## src/rtl/regfile_wb_arbiter_pkg.sv

```systemverilog
`default_nettype none
// +----------------------------------------------------------------------+
// | Module : regfile_wb_arbiter_pkg                                      |
// | Brief  : Shared common types and constants for register-file         |
// |          writeback and other shared-resource controllers.            |
// | Rev    : 1.0  initial release                                        |
// +----------------------------------------------------------------------+
package regfile_wb_arbiter_pkg;

  // Number of writeback requesters contending for the register-file port.
  localparam int WB_REQ_PORTS = 3;

  // Architectural register address and datapath word.
  typedef logic [4:0]  creg_addr_t;
  typedef logic [63:0] u64;

  // Saturation ceiling of 32-bit event counters.
  localparam logic [31:0] CNT_MAX = 32'hFFFF_FFFF;

  // Saturating increment used by the event counters.
  function automatic logic [31:0] sat_inc(input logic [31:0] v);
    return (v == CNT_MAX) ? v : v + 32'd1;
  endfunction

endpackage
`default_nettype wire

```

## src/rtl/regfile_wb_arbiter_rr_arbiter.sv

```systemverilog
`default_nettype none
// +----------------------------------------------------------------------+
// | Module : rr_arbiter                                                  |
// | Brief  : Combinational round-robin arbiter. Search starts at ptr_i   |
// |          and walks upward modulo N; first set request wins.          |
// | Rev    : 1.0  initial release                                        |
// +----------------------------------------------------------------------+
module rr_arbiter #(
  parameter int N  = 3,
  parameter int PW = $clog2(N)
) (
  input  logic [N-1:0]  req_i,
  input  logic [PW-1:0] ptr_i,
  output logic [N-1:0]  gnt_o
);

  logic [PW-1:0] idx;
  logic          found;

  // Walk the requests from the pointer position, wrapping at N-1.
  always_comb begin
    gnt_o = '0;
    found = 1'b0;
    idx   = ptr_i;
    for (int k = 0; k < N; k++) begin
      if (!found && req_i[idx]) begin
        gnt_o[idx] = 1'b1;
        found      = 1'b1;
      end
      if (idx == PW'(N - 1)) begin
        idx = '0;
      end else begin
        idx = idx + 1'b1;
      end
    end
  end

endmodule
`default_nettype wire

```

## src/rtl/regfile_wb_arbiter.sv

```systemverilog
`default_nettype none
// +----------------------------------------------------------------------+
// | Module : regfile_wb_arbiter                                          |
// | Brief  : Round-robin arbitration of writeback requesters onto a      |
// |          single register-file write port, with a saturating         |
// |          contention counter.                                         |
// | Rev    : 1.0  initial release                                        |
// +----------------------------------------------------------------------+
module regfile_wb_arbiter
  import regfile_wb_arbiter_pkg::*;
#(
  parameter int NUM_REQ = WB_REQ_PORTS
) (
  input  logic               clk,
  input  logic               reset,
  input  logic [NUM_REQ-1:0] req_valid_i,
  input  creg_addr_t         req_addr_i [NUM_REQ],
  input  u64                 req_data_i [NUM_REQ],
  output logic [NUM_REQ-1:0] req_ready_o,
  output creg_addr_t         wa_o,
  output logic               wvalid_o,
  output u64                 wd_o,
  output logic [31:0]        contention_cnt_o
);

  localparam int PTR_W = $clog2(NUM_REQ);

  logic [PTR_W-1:0] rr_ptr_q, rr_ptr_d;
  logic             wvalid_q, wvalid_d;
  creg_addr_t       wa_q;
  u64               wd_q;
  logic [31:0]      contention_cnt_q, contention_cnt_d;

  logic [NUM_REQ-1:0] gnt;
  logic [NUM_REQ-1:0] ready;
  logic               any_gnt;
  logic [PTR_W-1:0]   gnt_idx;
  creg_addr_t         sel_addr;
  u64                 sel_data;

  rr_arbiter #(
    .N  (NUM_REQ),
    .PW (PTR_W)
  ) u_rr_arbiter (
    .req_i (req_valid_i),
    .ptr_i (rr_ptr_q),
    .gnt_o (gnt)
  );

  // No grant is issued while reset is held, so pending requests survive it.
  assign ready       = reset ? '0 : gnt;
  assign req_ready_o = ready;
  assign any_gnt     = |ready;

  // One-hot grant to index, and selection of the winning address/data.
  always_comb begin
    gnt_idx  = '0;
    sel_addr = '0;
    sel_data = '0;
    for (int i = 0; i < NUM_REQ; i++) begin
      if (ready[i]) begin
        gnt_idx  = PTR_W'(i);
        sel_addr = req_addr_i[i];
        sel_data = req_data_i[i];
      end
    end
  end

  // Next-state: pointer moves past the winner, address 0 writes are dropped,
  // and any valid requester left waiting counts as contention.
  always_comb begin
    rr_ptr_d         = rr_ptr_q;
    wvalid_d         = 1'b0;
    contention_cnt_d = contention_cnt_q;
    if (any_gnt) begin
      rr_ptr_d = (gnt_idx == PTR_W'(NUM_REQ - 1)) ? '0 : gnt_idx + 1'b1;
      wvalid_d = (sel_addr != '0);
    end
    if (|(req_valid_i & ~ready)) begin
      contention_cnt_d = sat_inc(contention_cnt_q);
    end
  end

  // State and output registers; wa/wd only load on an accepted transfer.
  always_ff @(posedge clk) begin
    if (reset) begin
      rr_ptr_q         <= '0;
      wvalid_q         <= 1'b0;
      wa_q             <= '0;
      wd_q             <= '0;
      contention_cnt_q <= '0;
    end else begin
      rr_ptr_q         <= rr_ptr_d;
      wvalid_q         <= wvalid_d;
      contention_cnt_q <= contention_cnt_d;
      if (any_gnt) begin
        wa_q <= sel_addr;
        wd_q <= sel_data;
      end
    end
  end

  assign wa_o             = wa_q;
  assign wvalid_o         = wvalid_q;
  assign wd_o             = wd_q;
  assign contention_cnt_o = contention_cnt_q;

endmodule
`default_nettype wire

```

## config.mk

```make
export PLATFORM = sky130hd
export DESIGN_NAME = regfile_wb_arbiter
export DESIGN_NICKNAME = d
export VERILOG_FILES = /design/src/rtl/regfile_wb_arbiter_pkg.sv /design/src/rtl/regfile_wb_arbiter_rr_arbiter.sv /design/src/rtl/regfile_wb_arbiter.sv
export SDC_FILE = /design/constraint.sdc
export NUM_CORES = 1
export LEC_CHECK = 0
export CAP_MARGIN = 20
export CORE_AREA = 4 4 122 124
export DETAILED_ROUTE_END_ITERATION = 8
export DIE_AREA = 0 0 126 128
export DONT_BUFFER_PORTS = 1
export GPL_TIMING_DRIVEN = 0
export SLEW_MARGIN = 10
export SYNTH_ARGS = -nofsm -noshare
export SYNTH_HDL_FRONTEND = slang
export SYNTH_SLANG_ARGS = --single-unit
```

## constraint.sdc

```tcl
create_clock -name clk -period 4.55 [get_ports clk]
set_input_delay 0.455 -clock clk [delete_from_list [all_inputs] [get_ports clk]]
set_output_delay 0.455 -clock clk [all_outputs]
set_load 0.005 [all_outputs]
```

# Word level (Yosys, flattened, before mapping)
# Cells that the tools add are included.
[totals]
ff_bits = 104
input_bits = 212
output_inout_bits = 105
elab_cells = 66
[classes]
add_sub_neg = 4
n_lt_le_gt_ge = 6
n_eq_ne = 4
n_mux = 29
n_bitwise = 6
n_reduce_logical = 12
[op_table]
columns = ["cell", "n"]
rows = [
  ["2-to-1 mux 64 bit", 3],
  ["adder 32 x 1 -> 32 bit, second input constant", 1],
  ["== test 32 bit, second input constant", 1],
  ["2-to-1 mux 5 bit", 3],
  ["2-to-1 mux 3 bit", 4],
  ["less-than comparator 2 x 3 -> 1 bit, second input constant", 3],
  ["2-to-1 mux 1 bit", 9],
  ["2-to-1 mux 2 bit", 4],
  ["adder 2 x 1 -> 2 bit, second input constant", 3],
  ["binary-select mux 1 bit (select 2 bit)", 3],
  ["demux 1 bit (select 2 bit)", 3],
  ["== test 2 bit, second input constant", 3],
  ["greater-or-equal comparator 2 x 1 -> 1 bit, second input constant", 3],
  ["bitwise OR 3 bit", 2],
  ["OR reduction 3 bit", 2],
  ["logical AND 1 bit", 5],
  ["nonzero test 5 bit", 1],
  ["AND 3 bit", 1],
  ["NOT 3 bit", 1],
  ["zero test 1 bit", 2],
  ["NOT 1 bit", 2],
  ["AND reduction 2 bit", 1],
  ["OR reduction 2 bit", 1],
]

# Logic depth before layout (Yosys ltp)
[depth]
depth_word = 15
mapped_depth = 9
mapped_depth_nobuf = 8

# Cells and area by module
# A second synthesis with hierarchy kept.
[hier_totals]
cells_unflattened = 692
hier_area_um2 = 5231.3
[by_module_without_submodules]
columns = ["module", "instances", "cells_each", "area_per_inst_um2", "seq_area_each_um2"]
rows = [
  ["regfile_wb_arbiter", 1, 681, 5162.5, 2082.0],
  ["rr_arbiter", 1, 11, 68.8, 0.0],
]

# Least setup slack after synthesis
# No wires, ideal clock.
[synth_path]
kind = "flip-flop to flip-flop"
startpoint = "register contention_cnt_q[0] (netlist: contention_cnt_o[0])"
endpoint = "register contention_cnt_q[11] (netlist: contention_cnt_o[11])"
setup_time_ns = 0.128
arrival_time_ns = 1.807
required_time_ns = 4.422
slack_ns = 2.616
stages_incl_launch_ff = 10
path_buffers = 2
synth_period_minus_slack_ns = 1.934
cell_sequence = "dfxtp_1 > ha_1 > and3_2 > clkbuf_1 > and3_1 > a31oi_1 > buf_2 > nand4_1 > xor2_1 > nor2_1"
[synth_between]
elab_chain_len = 3
word_cells_on_any_way = 4
cone_classes = "add/sub (1); eq/ne (1); bitwise (1); reduce/logical (1)"
[synth_rtl]
columns = ["element", "line", "source"]
rows = [
  ["start, declared", "regfile_wb_arbiter.sv:32", "logic [31:0] contention_cnt_q, contention_cnt_d;"],
  ["start signal, assigned", "regfile_wb_arbiter.sv:95", "contention_cnt_q <= contention_cnt_d;"],
  ["branches (longest 3 deep; another with adder 32 x 1 -> 32 bit)", "--", ""],
]
# Parallel ways; which one is timed is not known.
# A chain may end at the register's enable or synchronous reset.

# Worst setup path after layout
[layout_path]
startpoint = "register rr_ptr_q[0]"
endpoint = "output port req_ready_o[2]"
[layout_between]
elab_chain_len = 11
word_cells_on_any_way = 39
cone_classes = "add/sub (2); order compare (6); eq/ne (2); mux (20); bitwise (2); reduce/logical (7)"
[layout_rtl]
columns = ["element", "line", "source"]
rows = [
  ["start, declared", "regfile_wb_arbiter.sv:28", "logic [PTR_W-1:0] rr_ptr_q, rr_ptr_d;"],
  ["start signal, assigned", "regfile_wb_arbiter.sv:93", "rr_ptr_q <= rr_ptr_d;"],
  ["adder 2 x 1 -> 2 bit / == test 2 bit (equally long branches)", "regfile_wb_arbiter_rr_arbiter.sv:33, regfile_wb_arbiter_rr_arbiter.sv:30", ""],
  ["2-to-1 mux 2 bit", "regfile_wb_arbiter_rr_arbiter.sv:30", "if (idx == PW'(N - 1)) begin"],
  ["adder 2 x 1 -> 2 bit, or another cell as far along", "regfile_wb_arbiter_rr_arbiter.sv:33", "idx = idx + 1'b1;"],
  ["2-to-1 mux 2 bit / logical AND 1 bit (equally long branches)", "regfile_wb_arbiter_rr_arbiter.sv:30, regfile_wb_arbiter_rr_arbiter.sv:27", ""],
  ["less-than comparator 2 x 3 -> 1 bit (implied by the code), or another cell as far along", "regfile_wb_arbiter_rr_arbiter.sv:27", "gnt_o[idx] = 1'b1;"],
  ["logical AND 1 bit (implied by the code) / demux 1 bit (select 2 bit) (equally long branches)", "--", ""],
  ["2-to-1 mux 1 bit (implied by the code) / bitwise OR 3 bit (equally long branches)", "--", ""],
  ["demux 1 bit (select 2 bit) / 2-to-1 mux 3 bit (equally long branches)", "--", ""],
  ["bitwise OR 3 bit (no line)", "--", ""],
  ["2-to-1 mux 3 bit (*)", "regfile_wb_arbiter_rr_arbiter.sv:26", "if (!found && req_i[idx]) begin"],
  ["2-to-1 mux 3 bit (*)", "regfile_wb_arbiter.sv:51", "assign ready = reset ? '0 : gnt;"],
  ["end, declared", "regfile_wb_arbiter.sv:19", "output logic [NUM_REQ-1:0] req_ready_o,"],
]
# Mark *: on every way between the ends. The rest lies on a longest branch, timed or not. The select of a mux whose other input is x is not followed.

==> impl_metrics.env <==
export IMPL_status="completed"
export IMPL_tritoncts="yes"
export IMPL_die_w_um=126
export IMPL_h_tree_depth=3
export IMPL_leakage_uw=0.001869
export IMPL_overflow=0
export IMPL_synth_top_cells_by_count="dfxtp_1, nor2_1, o21ai_0, a211oi_1"
export IMPL_rrSetupSlack_ns=2.09
export IMPL_synth_cells=533
export IMPL_placed_area_mm2=0.005052
export IMPL_clk_path_buf_depth=2
export IMPL_dp_hpwl_mm=13.86
export IMPL_crit_fanout=10
export IMPL_syn_nets=746
export IMPL_yosys_area_top_type="dfxtp_1"
export IMPL_synth_seq_cells=104
export IMPL_slew_headroom_pct=52.86
export IMPL_nNetsFinal=757
export IMPL_drc=0
export IMPL_rsz0062_at_grt="no"
export IMPL_setup_violations_final=0
export IMPL_drtIter0Drc=316
export IMPL_path_clk_slew_ns=0.07
export IMPL_worstPathCellList="nor2b_1 > o21bai_1 > and3_1 > buf_2 > buf_1"
export IMPL_holdCritPathClass="in -> reg"
export IMPL_route_vias_total=4514
export IMPL_fin_cells=729
export IMPL_cts_resized=0
export IMPL_ant_nets=0
export IMPL_endpoint_kind="output pin"
export IMPL_gp_congestion=0.9159
export IMPL_crit_path_max_incr_delay_ns=0.58
export IMPL_design_area_mm2=0.005335
export IMPL_drive_gt1_share_pct=7.104
export IMPL_area_growth_pct=10.52
export IMPL_min_from="req_data_i[36]"
export IMPL_p_per_area_mw_per_mm2=391.7
export IMPL_clk_insertion_delay_late_ns=0.35
export IMPL_post_cts_buffers=0
export IMPL_routed_wl_mm=17.59
export IMPL_layout_min_cycle_time_ns=2.501
export IMPL_slew_viol_final=0
export IMPL_vias_per_cell=6.192
export IMPL_synthDistinctLibCells=53
export IMPL_required_ns=4.09
export IMPL_hold_buffers=0
export IMPL_syn_area_per_cell_um2=9.057
export IMPL_synth_flop_cell="dfxtp_1"
export IMPL_placed_cells=713
export IMPL_worstReg2RegEnd="wvalid_o"
export IMPL_die_y_um=128
export IMPL_max_freq_ghz=0.3999
export IMPL_r2r_start="rr_ptr_q[1]"
export IMPL_first_pass_iters=5
export IMPL_min_period_over_period_pct=54.96
export IMPL_cp_start_kind="register"
export IMPL_fin_ws_ns=2.049
export IMPL_critPathKind="reg -> out"
export IMPL_synth_edf_count=0
export IMPL_clkSinkCount=104
export IMPL_synth_area_leaders="dfxtp_1, a221o_1, a22o_1"
export IMPL_pre_cts_slack_ns=2.010
export IMPL_diodes=0
export IMPL_tightest_slew_ns=0.7071
export IMPL_hold_path_end="wd_o[36]"
export IMPL_grt_use_total_pct=20.22
export IMPL_initial_utilization_pct=35.05
export IMPL_yosys_warnings=0
export IMPL_ir_drop_v=0.0001467
export IMPL_drv_cap=0
export IMPL_skew_ns=0.006661
export IMPL_numCtsBuffers=9
export IMPL_wl_per_cell_um=24.13
export IMPL_io_pins=317
export IMPL_yosysMostFrequentCell="dfxtp_1"
export IMPL_yosysSeqAreaShare_pct=43.13
export IMPL_grt_pass1_vias=4291
export IMPL_antenna_found_initial=0
export IMPL_core_area_mm2=0.01377
export IMPL_worst_hold_path_num_cells=1
export IMPL_hold_viol_final=0
export IMPL_netlist_area_mm2=0.004827
export IMPL_slowest_stage="buf_1"
export IMPL_grt_max_degree=19
export IMPL_root_buffer="clkbuf_16"
export IMPL_die_area_mm2=0.01613
export IMPL_rows=43
export IMPL_cp_arrival_ns=2.05
export IMPL_io_buffers=0
export IMPL_setup_tns_final_ns=0
export IMPL_reg2regPathDepth=7
export IMPL_netlist_area_leader_share_pct=43.13
export IMPL_grt_pass1_wl_mm=25.40
export IMPL_async_reset_ff_share_pct=0
critical path: cells and delay by family, from the launching register on:
| family | cells | cell delay, ns |
|---|---|---|
| flops | 1 | 0.43 |
| buf+inv | 2 | 0.83 |
| simple gates | 2 | 0.26 |
| compound gates | 1 | 0.17 |
flip-flops by register name, summed over array words and instances, names as in the netlist:
signal,cells
wa_o,5
wd_o,64
contention_cnt_o,32
rr_ptr_q,2
wvalid_o,1
how the worst max path moves through the flow:
stage          slack (ns)  cells past startpoint                   end           startpoint
2_1_floorplan        2.62                      9  contention_cnt_o[11]  contention_cnt_o[0]
3_3_place_gp         2.08                      8              wvalid_o          rr_ptr_q[1]
3_5_place_dp         2.01                      7              wd_o[41]       req_valid_i[0]
4_1_cts              2.02                      8              wvalid_o          rr_ptr_q[0]
5_1_grt              1.85                      8              wvalid_o          rr_ptr_q[0]
6_report             2.05                      5        req_ready_o[2]          rr_ptr_q[0]
through the flow:
stage               power (uW)  hold slack, ns  utilization, %
finish                    2090          0.2411           38.74
global route              2196          0.2241           38.74
CTS                       2120          0.2267           38.74
detailed placement        1380          0.4827           36.68
global placement          1371          0.4817           36.68
floorplan                 1279          0.4505               -
cell usage in the layout, fill, tap and decap left out, types with 4 or more instances in the layout:
master	synthesis	final
dfxtp_1	104	104
nor2_1	60	60
o21ai_0	42	42
a211oi_1	32	32
a22o_1	31	31
a22oi_1	31	31
a221o_1	31	31
clkbuf_1	29	29
nand2_1	22	22
a21oi_1	21	21
xor2_1	16	16
nand4_1	15	15
or3_1	9	9
clkbuf_16	0	9
nand3_1	8	8
buf_2	7	7
inv_1	6	6
nor3_1	6	6
a222oi_1	6	6
xnor2_1	5	5
and3_1	4	4
buf_1	4	4
and3_2	4	4
per-layer routing:
layer,wire [um],global-route usage [%]
met1,6799,23.75
met2,8631,33.65
met3,1671,7.333
met4,487,8.139
met5,0,0
power breakdown:
group,internal (uW),total (uW),switching [uW]
registers,998,1090,88.8
logic,114,273,159
clock network,377,730,353
kinds of logic (layout without fill, tap and decap cells):
logic type | count (synthesis) | in the layout | share of synthesized area (%)
fa+ha+maj | 2 | 2 | 0.4665
flops | 104 | 104 | 43.13
xor+xnor | 21 | 21 | 3.810
mux | 1 | 1 | 0.2074
compound gates | 205 | 205 | 31.91
simple gates | 150 | 150 | 16.07
buf+inv | 50 | 66 | 4.406
layout make-up:
class | instances | area (um2)
multi-input combinational | 379 | 2532
sequential | 104 | 2082
buffer | 43 | 186.4
tap | 180 | 225.2
fill | 1392 | 8438
clock inverter | 7 | 57.56
inverter | 7 | 26.28
clock buffer | 9 | 225.2
No activity file was read; power rests on OpenSTA's default activity.
